## src/rtl/ov7670_pkg.sv

```systemverilog
// Shared encodings for the OV7670 sensor-side stream generator: pattern
// selects, FSM states and the pattern constants.
package ov7670_pkg;

   localparam int CNT_W = 16;

   typedef enum logic [1:0] {
      PAT_RAMP  = 2'd0,
      PAT_LINE  = 2'd1,
      PAT_BARS  = 2'd2,
      PAT_CONST = 2'd3
   } pattern_t;

   typedef enum logic [2:0] {
      ST_IDLE   = 3'd0,
      ST_VSYNC  = 3'd1,
      ST_VBP    = 3'd2,
      ST_ACTIVE = 3'd3,
      ST_VFP    = 3'd4
   } gen_state_t;

   localparam logic [7:0] CONST_BYTE = 8'h55;
   localparam logic [7:0] BAR_STEP   = 8'h20;

   // Bar 0 is white (FF); each bar to the right steps down by BAR_STEP.
   function automatic logic [7:0] bar_byte(input logic [2:0] bar);
      return 8'hFF - (BAR_STEP * {5'd0, bar});
   endfunction

endpackage

```

## src/rtl/ov7670_pattern_src.sv

```systemverilog
// Combinational byte generator for the active part of a line; the caller
// forces the output to zero outside href.
module ov7670_pattern_src
   import ov7670_pkg::*;
#(
   parameter int H_ACTIVE = 640
) (
   input  pattern_t         pattern,
   input  logic [CNT_W-1:0] hcnt,
   input  logic [7:0]       line_idx,
   input  logic [7:0]       ramp,
   output logic [7:0]       byte_out
);

   localparam int BAR_W = H_ACTIVE / 8;

   logic [2:0] bar;

   always_comb begin
      bar = 3'(hcnt / CNT_W'(BAR_W));
      case (pattern)
         PAT_RAMP: byte_out = ramp;
         PAT_LINE: byte_out = line_idx;
         PAT_BARS: byte_out = bar_byte(bar);
         default:  byte_out = CONST_BYTE;
      endcase
   end

endmodule

```

## src/rtl/ov7670_sensor_gen.sv

```systemverilog
// OV7670 sensor emulator: drives vsync/href/d frame timing on pclk_24.
// Optional OV7670_GEN_CHECKSUM_EN adds a per-frame 16-bit byte sum output.
module ov7670_sensor_gen
   import ov7670_pkg::*;
#(
   parameter int H_ACTIVE = 640,
   parameter int H_BLANK  = 144,
   parameter int V_SYNC   = 3,
   parameter int V_BP     = 17,
   parameter int V_ACTIVE = 240,
   parameter int V_FP     = 10
) (
   input  logic        pclk_24,
   input  logic        reset_n,
   input  logic        enable,
   input  logic [1:0]  pattern_sel,
   output logic        vsync,
   output logic        href,
   output logic [7:0]  d,
   output logic        frame_done,
   output logic [15:0] frame_count,
   output gen_state_t  state_dbg
`ifdef OV7670_GEN_CHECKSUM_EN
   ,
   output logic [15:0] frame_checksum
`endif
);

   localparam int               H_TOTAL    = H_ACTIVE + H_BLANK;
   localparam logic [CNT_W-1:0] H_LAST     = CNT_W'(H_TOTAL - 1);
   // With no front porch the frame ends on the last active line.
   localparam gen_state_t       LAST_STATE = (V_FP > 0) ? ST_VFP : ST_ACTIVE;

   gen_state_t       state, state_n;
   logic [CNT_W-1:0] hcnt, hcnt_n;
   logic [CNT_W-1:0] lcnt, lcnt_n;
   logic             line_end;
   logic             frame_end;
   logic             frame_start;

   pattern_t         pat_q;
   logic [7:0]       ramp_q;
   logic [7:0]       pat_byte;

   logic             vsync_n;
   logic             href_n;
   logic [7:0]       d_n;
   logic             frame_done_n;

   function automatic logic [CNT_W-1:0] last_line(input gen_state_t s);
      case (s)
         ST_VSYNC:  return CNT_W'(V_SYNC - 1);
         ST_VBP:    return CNT_W'(V_BP - 1);
         ST_ACTIVE: return CNT_W'(V_ACTIVE - 1);
         ST_VFP:    return CNT_W'(V_FP - 1);
         default:   return '0;
      endcase
   endfunction

   assign state_dbg = state;

   always_ff @(posedge pclk_24) begin
      if (!reset_n) begin
         state <= ST_IDLE;
         hcnt  <= '0;
         lcnt  <= '0;
      end else begin
         state <= state_n;
         hcnt  <= hcnt_n;
         lcnt  <= lcnt_n;
      end
   end

   // enable is only looked at in IDLE and on the frame's final cycle.
   always_comb begin
      state_n     = state;
      hcnt_n      = hcnt;
      lcnt_n      = lcnt;
      frame_end   = 1'b0;
      frame_start = 1'b0;
      line_end    = (hcnt == H_LAST);
      if (state == ST_IDLE) begin
         if (enable) begin
            state_n     = ST_VSYNC;
            hcnt_n      = '0;
            lcnt_n      = '0;
            frame_start = 1'b1;
         end
      end else begin
         hcnt_n = line_end ? '0 : hcnt + CNT_W'(1);
         if (line_end) begin
            if (lcnt == last_line(state)) begin
               lcnt_n = '0;
               case (state)
                  ST_VSYNC:  state_n = (V_BP > 0) ? ST_VBP : ST_ACTIVE;
                  ST_VBP:    state_n = ST_ACTIVE;
                  ST_ACTIVE: begin
                     if (V_FP > 0) state_n = ST_VFP;
                     else          frame_end = 1'b1;
                  end
                  ST_VFP:    frame_end = 1'b1;
                  default:   state_n = ST_IDLE;
               endcase
               if (frame_end) begin
                  state_n     = enable ? ST_VSYNC : ST_IDLE;
                  frame_start = enable;
               end
            end else begin
               lcnt_n = lcnt + CNT_W'(1);
            end
         end
      end
   end

   ov7670_pattern_src #(
      .H_ACTIVE (H_ACTIVE)
   ) u_pattern_src (
      .pattern  (pat_q),
      .hcnt     (hcnt_n),
      .line_idx (lcnt_n[7:0]),
      .ramp     (ramp_q),
      .byte_out (pat_byte)
   );

   // Outputs are computed from the next state so they register alongside it.
   always_comb begin
      vsync_n      = (state_n == ST_VSYNC);
      href_n       = (state_n == ST_ACTIVE) && (hcnt_n < CNT_W'(H_ACTIVE));
      d_n          = href_n ? pat_byte : 8'h00;
      frame_done_n = (state_n == LAST_STATE) && (lcnt_n == last_line(LAST_STATE))
                     && (hcnt_n == H_LAST);
   end

   always_ff @(posedge pclk_24) begin
      if (!reset_n) begin
         vsync       <= 1'b0;
         href        <= 1'b0;
         d           <= 8'h00;
         frame_done  <= 1'b0;
         frame_count <= 16'h0000;
         pat_q       <= PAT_RAMP;
         ramp_q      <= 8'h00;
      end else begin
         vsync      <= vsync_n;
         href       <= href_n;
         d          <= d_n;
         frame_done <= frame_done_n;
         if (frame_done_n) frame_count <= frame_count + 16'd1;
         if (frame_start) begin
            pat_q  <= pattern_t'(pattern_sel);
            ramp_q <= 8'h00;
         end else if (href_n) begin
            ramp_q <= ramp_q + 8'd1;
         end
      end
   end

`ifdef OV7670_GEN_CHECKSUM_EN
   logic [15:0] csum_acc, csum_acc_n;

   assign csum_acc_n = csum_acc + {8'h00, d_n};

   always_ff @(posedge pclk_24) begin
      if (!reset_n) begin
         csum_acc       <= 16'h0000;
         frame_checksum <= 16'h0000;
      end else begin
         csum_acc <= frame_start ? 16'h0000 : csum_acc_n;
         if (frame_done_n) frame_checksum <= csum_acc_n;
      end
   end
`endif

endmodule

```

## config.mk

```make
export PLATFORM = sky130hd
export DESIGN_NAME = ov7670_sensor_gen
export DESIGN_NICKNAME = d
export VERILOG_FILES = /design/src/rtl/ov7670_pkg.sv /design/src/rtl/ov7670_pattern_src.sv /design/src/rtl/ov7670_sensor_gen.sv
export SDC_FILE = /design/constraint.sdc
export NUM_CORES = 1
export LEC_CHECK = 0
export CAP_MARGIN = 40
export CELL_PAD_IN_SITES_DETAIL_PLACEMENT = 0
export CELL_PAD_IN_SITES_GLOBAL_PLACEMENT = 1
export CORE_MARGIN = 3
export CORE_UTILIZATION = 44
export DETAILED_ROUTE_END_ITERATION = 8
export PLACE_DENSITY = 0.84
export SKIP_CTS_REPAIR_TIMING = 1
export SYNTH_ARGS = -nofsm -noshare
export SYNTH_HDL_FRONTEND = slang
export SYNTH_SLANG_ARGS = --single-unit
```

## constraint.sdc

```tcl
create_clock -name pclk_24 -period 5.8 [get_ports pclk_24]
set_input_delay 1.16 -clock pclk_24 [delete_from_list [all_inputs] [get_ports pclk_24]]
set_output_delay 1.16 -clock pclk_24 [all_outputs]
set_load 0.02 [all_outputs]
```

==> Word-level counts from Yosys, hierarchy flattened <==
Cells that the tools add are included.
{ "totals": {"register_bits": 72, "latchBits": 0, "mem_bits_rw": 0, "mem_bits_ro": 0, "wordCells": 65, "n_memories": 0} }
{ "op_classes": {"add_sub_neg": 5, "multipliers": 0, "div_mod_pow": 1, "n_lt_le_gt_ge": 1, "n_eq_ne": 13, "n_shift": 0, "muxes": 27, "bitwise": 1, "n_reduce_logical": 7} }
{ "op_table": {"columns": ["op", "count"], "rows": [
  ["$mux W16", 9],
  ["$add A16 B1 Y16 const B", 3],
  ["$eq A16 B10 Y1 const B", 2],
  ["$pmux W8 S4", 1],
  ["$pmux W8 S3", 1],
  ["$div A16 B7 Y16 const B", 1],
  ["$eq A16 B16 Y1", 1],
  ["$eq A16 B4 Y1 const B", 1],
  ["$lt A16 B10 Y1 const B", 1],
  ["$mux W3", 5],
  ["$pmux W3 S4", 1],
  ["$mux W1", 10],
  ["$eq A3 B2 Y1 const B", 3],
  ["$add A8 B1 Y8 const B", 1],
  ["$sub A8 B8 Y8 const A", 1],
  ["$eq A3 B1 Y1 const B", 2],
  ["$eq A3 B3 Y1 const B", 2],
  ["$logic_and A1 B1 Y1", 3],
  ["$logic_not A3 Y1", 1],
  ["$eq A2 B1 Y1 const B", 1],
  ["$eq A2 B2 Y1 const B", 1],
  ["$logic_not A2 Y1", 1],
  ["$reduce_and A2 Y1", 1],
  ["$reduce_or A2 Y1", 1],
  ["$not A1 Y1", 1]
]} }

==> Logic depth before layout (Yosys ltp) <==
{ "depth": {"word_depth": 15, "mapped_depth": 20} }

==> Cells and area by module <==
A second synthesis with hierarchy kept.
{ "unflattened": {"cells_unflattened": 694, "area_unflattened_um2": 5323.9} }
{ "modules_own_cells": {"columns": ["module", "n_inst", "cells_each", "area_per_inst_um2", "seq_area_each_um2"], "rows": [
  ["ov7670_sensor_gen", 1, 547, 4327.9, 1441.4],
  ["ov7670_pattern_src", 1, 147, 996.0, 0.0]
]} }

==> Worst setup path after synthesis <==
Ideal clock, no wire load.
{ "synth_timing": {"path_type": "in2reg", "startpoint": "in enable", "endpoint": "reg d[6]", "arrival_time_ns": 4.597, "t_required_ns": 5.725, "path_slack_ns": 1.128, "stages": 17, "n_path_buf": 2, "cell_sequence": "nor4_1 clkbuf_1 nand2_1 o31ai_1 nor2_1 nor2_4 a2111oi_2 mux2_1 o32a_1 buf_6 o31a_1 a311o_1 o32a_2 maj3_2 a221oi_2 a211oi_2 nor3_2"} }
{ "synth_between": {"elab_chain_len": 8, "elab_cells_between_ends": 17, "cone_classes": "add/sub (1); div (1); order compare (1); eq/ne (1); mux (11); reduce/logical (2)"} }
{ "synth_rtl": {"columns": ["element", "line", "rtl"], "rows": [
  ["start, declared", "ov7670_sensor_gen.sv:15", "input logic enable,"],
  ["branches (longest 8 deep; another with $div A16 B7 Y16)", null, null],
  ["end signal, assigned", "ov7670_sensor_gen.sv:146", "d <= d_n;"],
  ["end, declared", "ov7670_sensor_gen.sv:19", "output logic [7:0] d,"]
]} }
Several ways; the timed one is not identified.
A chain may end at the register's enable or synchronous reset.

==> Worst setup path in the final report <==
Same ends and word-level chain as after synthesis.

==> metrics <==
number of synthesized flops with an enable pin 0; GPL Wtd Cong 0.961; share of post-route cells with drive strength above 1 10.2%; Clk Latency, worst-skew pair 0.34 ns; remaining global-route overflow 0; Max-cap violations 0; critical path data arrival time about 5.5 ns; mapped cell area approximately 0.0050 mm^2; area overhead of the layout relative to synthesis 16.6%; sequential cell area fraction in the yosys report around 29%; result of the run complete, no violations; Crit. Startpoint enable; post-layout instance count excluding filler cells approximately 840; reg-to-reg critical path endpoint d[6]; Worst Hold Class flop to flop; via count of the first global-routing pass slightly below 5000; Worst Reg-to-Reg Cells 16; Initial DRC Count 390; Slew Limit Headroom about two fifths; Chip Height 112 um; total power ~1100 uW; share of the synthesized area in the top cell type 28.9%; number of antenna violations at the first check in global routing 0; Yosys cell types 85; cells after synthesis ~670; leakage power total approximately 0.002 uW; total vias in the final route approximately 5200; Hold Path End frame_count[15]; leading cell type by number of instances after synthesis sky130_fd_sc_hd__nor2_1; clk_skew about 0.012 ns; Worst-Margin Slew 0.878 ns; Max Slew Vio Count 0; Worst EP required approximately 6 ns; number of buffers on the longest clock path 2; final hold vios 0; Initial Util a little under half; number of clock sinks between 70 and 80; R2R setup slack between 0.6 and 0.7 ns; DRT Pass-1 Iters 8; setup repair after global routing missed its margin false; Synth Warn # 0; clock-pin slew on the worst setup and hold paths 0.06 ns; most numerous cell types in the synthesized netlist sky130_fd_sc_hd__nor2_1 (85), sky130_fd_sc_hd__dfxtp_1 (72), sky130_fd_sc_hd__nand2_1 (62), sky130_fd_sc_hd__o21ai_0 (52), sky130_fd_sc_hd__nand3_1 (34); wire length per cell after detailed routing 17.6 um; endpoints failing setup 0; final worst path period share between 90% and 100%; cell depth of the worst hold path 2; worst-case hold slack 0.504 ns; library cell used as clock root buffer sky130_fd_sc_hd__clkbuf_16; average size of a mapped cell around 7.5 um^2; wire length of the first global-routing pass 24300 um; Net count, final approximately 700; Seq cells post-synth 72; number of levels the H-tree was split into 3; number of design rule violations left after detail routing 0; placed wire-length estimate after detailed placement 10800 um; Synth Flop Type sky130_fd_sc_hd__dfxtp_1; number of CTS-inserted buffers 9; top cells by area, synth sky130_fd_sc_hd__dfxtp_1 (29%), sky130_fd_sc_hd__nor2_1 (6.4%), sky130_fd_sc_hd__o21ai_0 (5.2%); clock tree from TritonCTS built; area of the die between 0.01 and 0.015 mm^2; Post-Synthesis Net Count a little under 700; power per unit of standard cell area 197 mW/mm^2; element type at the critical path end flop; Tmin final around 5.3 ns; worst IR drop on VDD ~0.00015 V; number of rows in the core area 38; via/cell ratio 6.22; combined global-route utilization of all metal layers 23.4%; core region area roughly 0.011 mm^2; proportion of register bits with asynchronous set or reset after synthesis 0%; category of the most critical setup path input pin to flop; dpl cells approximately 800; reg-to-reg startpoint hcnt[0]; die width about 110 um; fill count approximately 1100; pin count of the biggest net entering global routing 32; count of input and output buffers 34; CP Launch Type input pin; hold path start frame_count[15]; area leader, netlist sky130_fd_sc_hd__dfxtp_1; peak fanout along the critical path 15; maximum operating frequency between 150 and 200 MHz; Setup TNS 0 ns; total inserted antenna cells 0; number of top-level pins 35; drt total wl around 15000 um; residual antenna-violating net count after detailed routing 0
-- final cells by class --
class	count	area (um^2)	area share (%)
repair buffers	61	551	9.48
flip-flops and latches	72	1440	24.8
inverters	11	41.3	0.711
multi-input cells	538	3290	56.7
well taps	140	175	3.02
clock buffers	11	243	4.18
clock inverters	5	63.8	1.10
-- cells in the final DEF (no fill, tap or decap), types with 4 or more instances in the layout --
master / n
sky130_fd_sc_hd__a211oi_1: 6
sky130_fd_sc_hd__a21oi_1: 28
sky130_fd_sc_hd__a31oi_1: 13
sky130_fd_sc_hd__and2_1: 15
sky130_fd_sc_hd__and3_1: 9
sky130_fd_sc_hd__and4_1: 4
sky130_fd_sc_hd__buf_4: 24
sky130_fd_sc_hd__clkbuf_16: 9
sky130_fd_sc_hd__clkdlybuf4s50_1: 34
sky130_fd_sc_hd__dfxtp_1: 72
sky130_fd_sc_hd__ha_1: 4
sky130_fd_sc_hd__inv_1: 10
sky130_fd_sc_hd__mux2i_1: 7
sky130_fd_sc_hd__nand2_1: 62
sky130_fd_sc_hd__nand3_1: 34
sky130_fd_sc_hd__nand4_1: 15
sky130_fd_sc_hd__nor2_1: 85
sky130_fd_sc_hd__nor2b_1: 8
sky130_fd_sc_hd__nor3_1: 26
sky130_fd_sc_hd__nor3b_1: 6
sky130_fd_sc_hd__nor4_1: 17
sky130_fd_sc_hd__o21ai_0: 52
sky130_fd_sc_hd__o311a_1: 4
sky130_fd_sc_hd__o31a_1: 5
sky130_fd_sc_hd__o31ai_1: 15
sky130_fd_sc_hd__or3_1: 12
sky130_fd_sc_hd__xnor2_1: 14
sky130_fd_sc_hd__xor2_1: 9
-- cell families after synthesis --
| group | count (synthesis) | share of synthesized area [%] |
|---|---|---|
| xor+xnor | 23 | 4.04 |
| flops | 72 | 28.9 |
| buf+inv | 56 | 5.12 |
| simple gates | 317 | 32.6 |
| compound gates | 182 | 25.7 |
| fa+ha+maj | 6 | 1.46 |
| mux | 10 | 2.08 |
-- worst max-delay path, cell delays in order --
cell,delay (ns)
sky130_fd_sc_hd__clkdlybuf4s50_1,0.56
sky130_fd_sc_hd__nor4_2,0.11
sky130_fd_sc_hd__buf_4,0.21
sky130_fd_sc_hd__a221oi_4,0.66
sky130_fd_sc_hd__nor2_1,0.18
sky130_fd_sc_hd__a221oi_1,0.35
sky130_fd_sc_hd__a31oi_1,0.11
sky130_fd_sc_hd__nor3_1,0.46
sky130_fd_sc_hd__o21ai_0,0.18
sky130_fd_sc_hd__a311o_1,0.39
sky130_fd_sc_hd__o32a_2,0.22
sky130_fd_sc_hd__maj3_2,0.32
sky130_fd_sc_hd__a221oi_2,0.28
sky130_fd_sc_hd__a211oi_2,0.11
sky130_fd_sc_hd__nor3_2,0.19
-- stage by stage --
stage,utilization (%),setup slack (ns),area [um^2]
floorplan,-,1.13,4980
global placement,50.1,0.338,5480
detailed placement,50.2,0.268,5490
CTS,53.0,0.596,5800
global route,53.1,0.288,5810
finish,53.1,0.549,5810
-- worst max path at each step --
stage               slack (ns)   end
CTS                       0.60  d[5]
global placement          0.34  d[6]
global route              0.29  d[5]
detailed placement        0.27  d[5]
floorplan                 1.13  d[6]
finish                    0.55  d[6]
-- layer usage --
metal / track usage, % / routed length (um) / vias to the layer above
met1: 32.1 / 6790 / 2435
li1: - / - / 2539
met3: 4.91 / 979 / 21
met5: 0 / 0 / -
met2: 36.8 / 6770 / 220
met4: 7.77 / 238 / 0
-- registers in the layout, summed over array words and instances (netlist names) --
register and cells:
frame_done 1, hcnt 16, pat_q 2, state_dbg 3, d 8, ramp_q 8, lcnt 16, vsync 1
frame_count 16, href 1
-- where the power goes --
part           leakage [uW]  internal, uW  switching, uW
Sequential         0.000581           497           7.01
Combinational       0.00122          23.9           41.9
Clock              0.000147           349            227
Total               0.00195           870            276
Note: power is estimated with default switching activity, not from simulation.
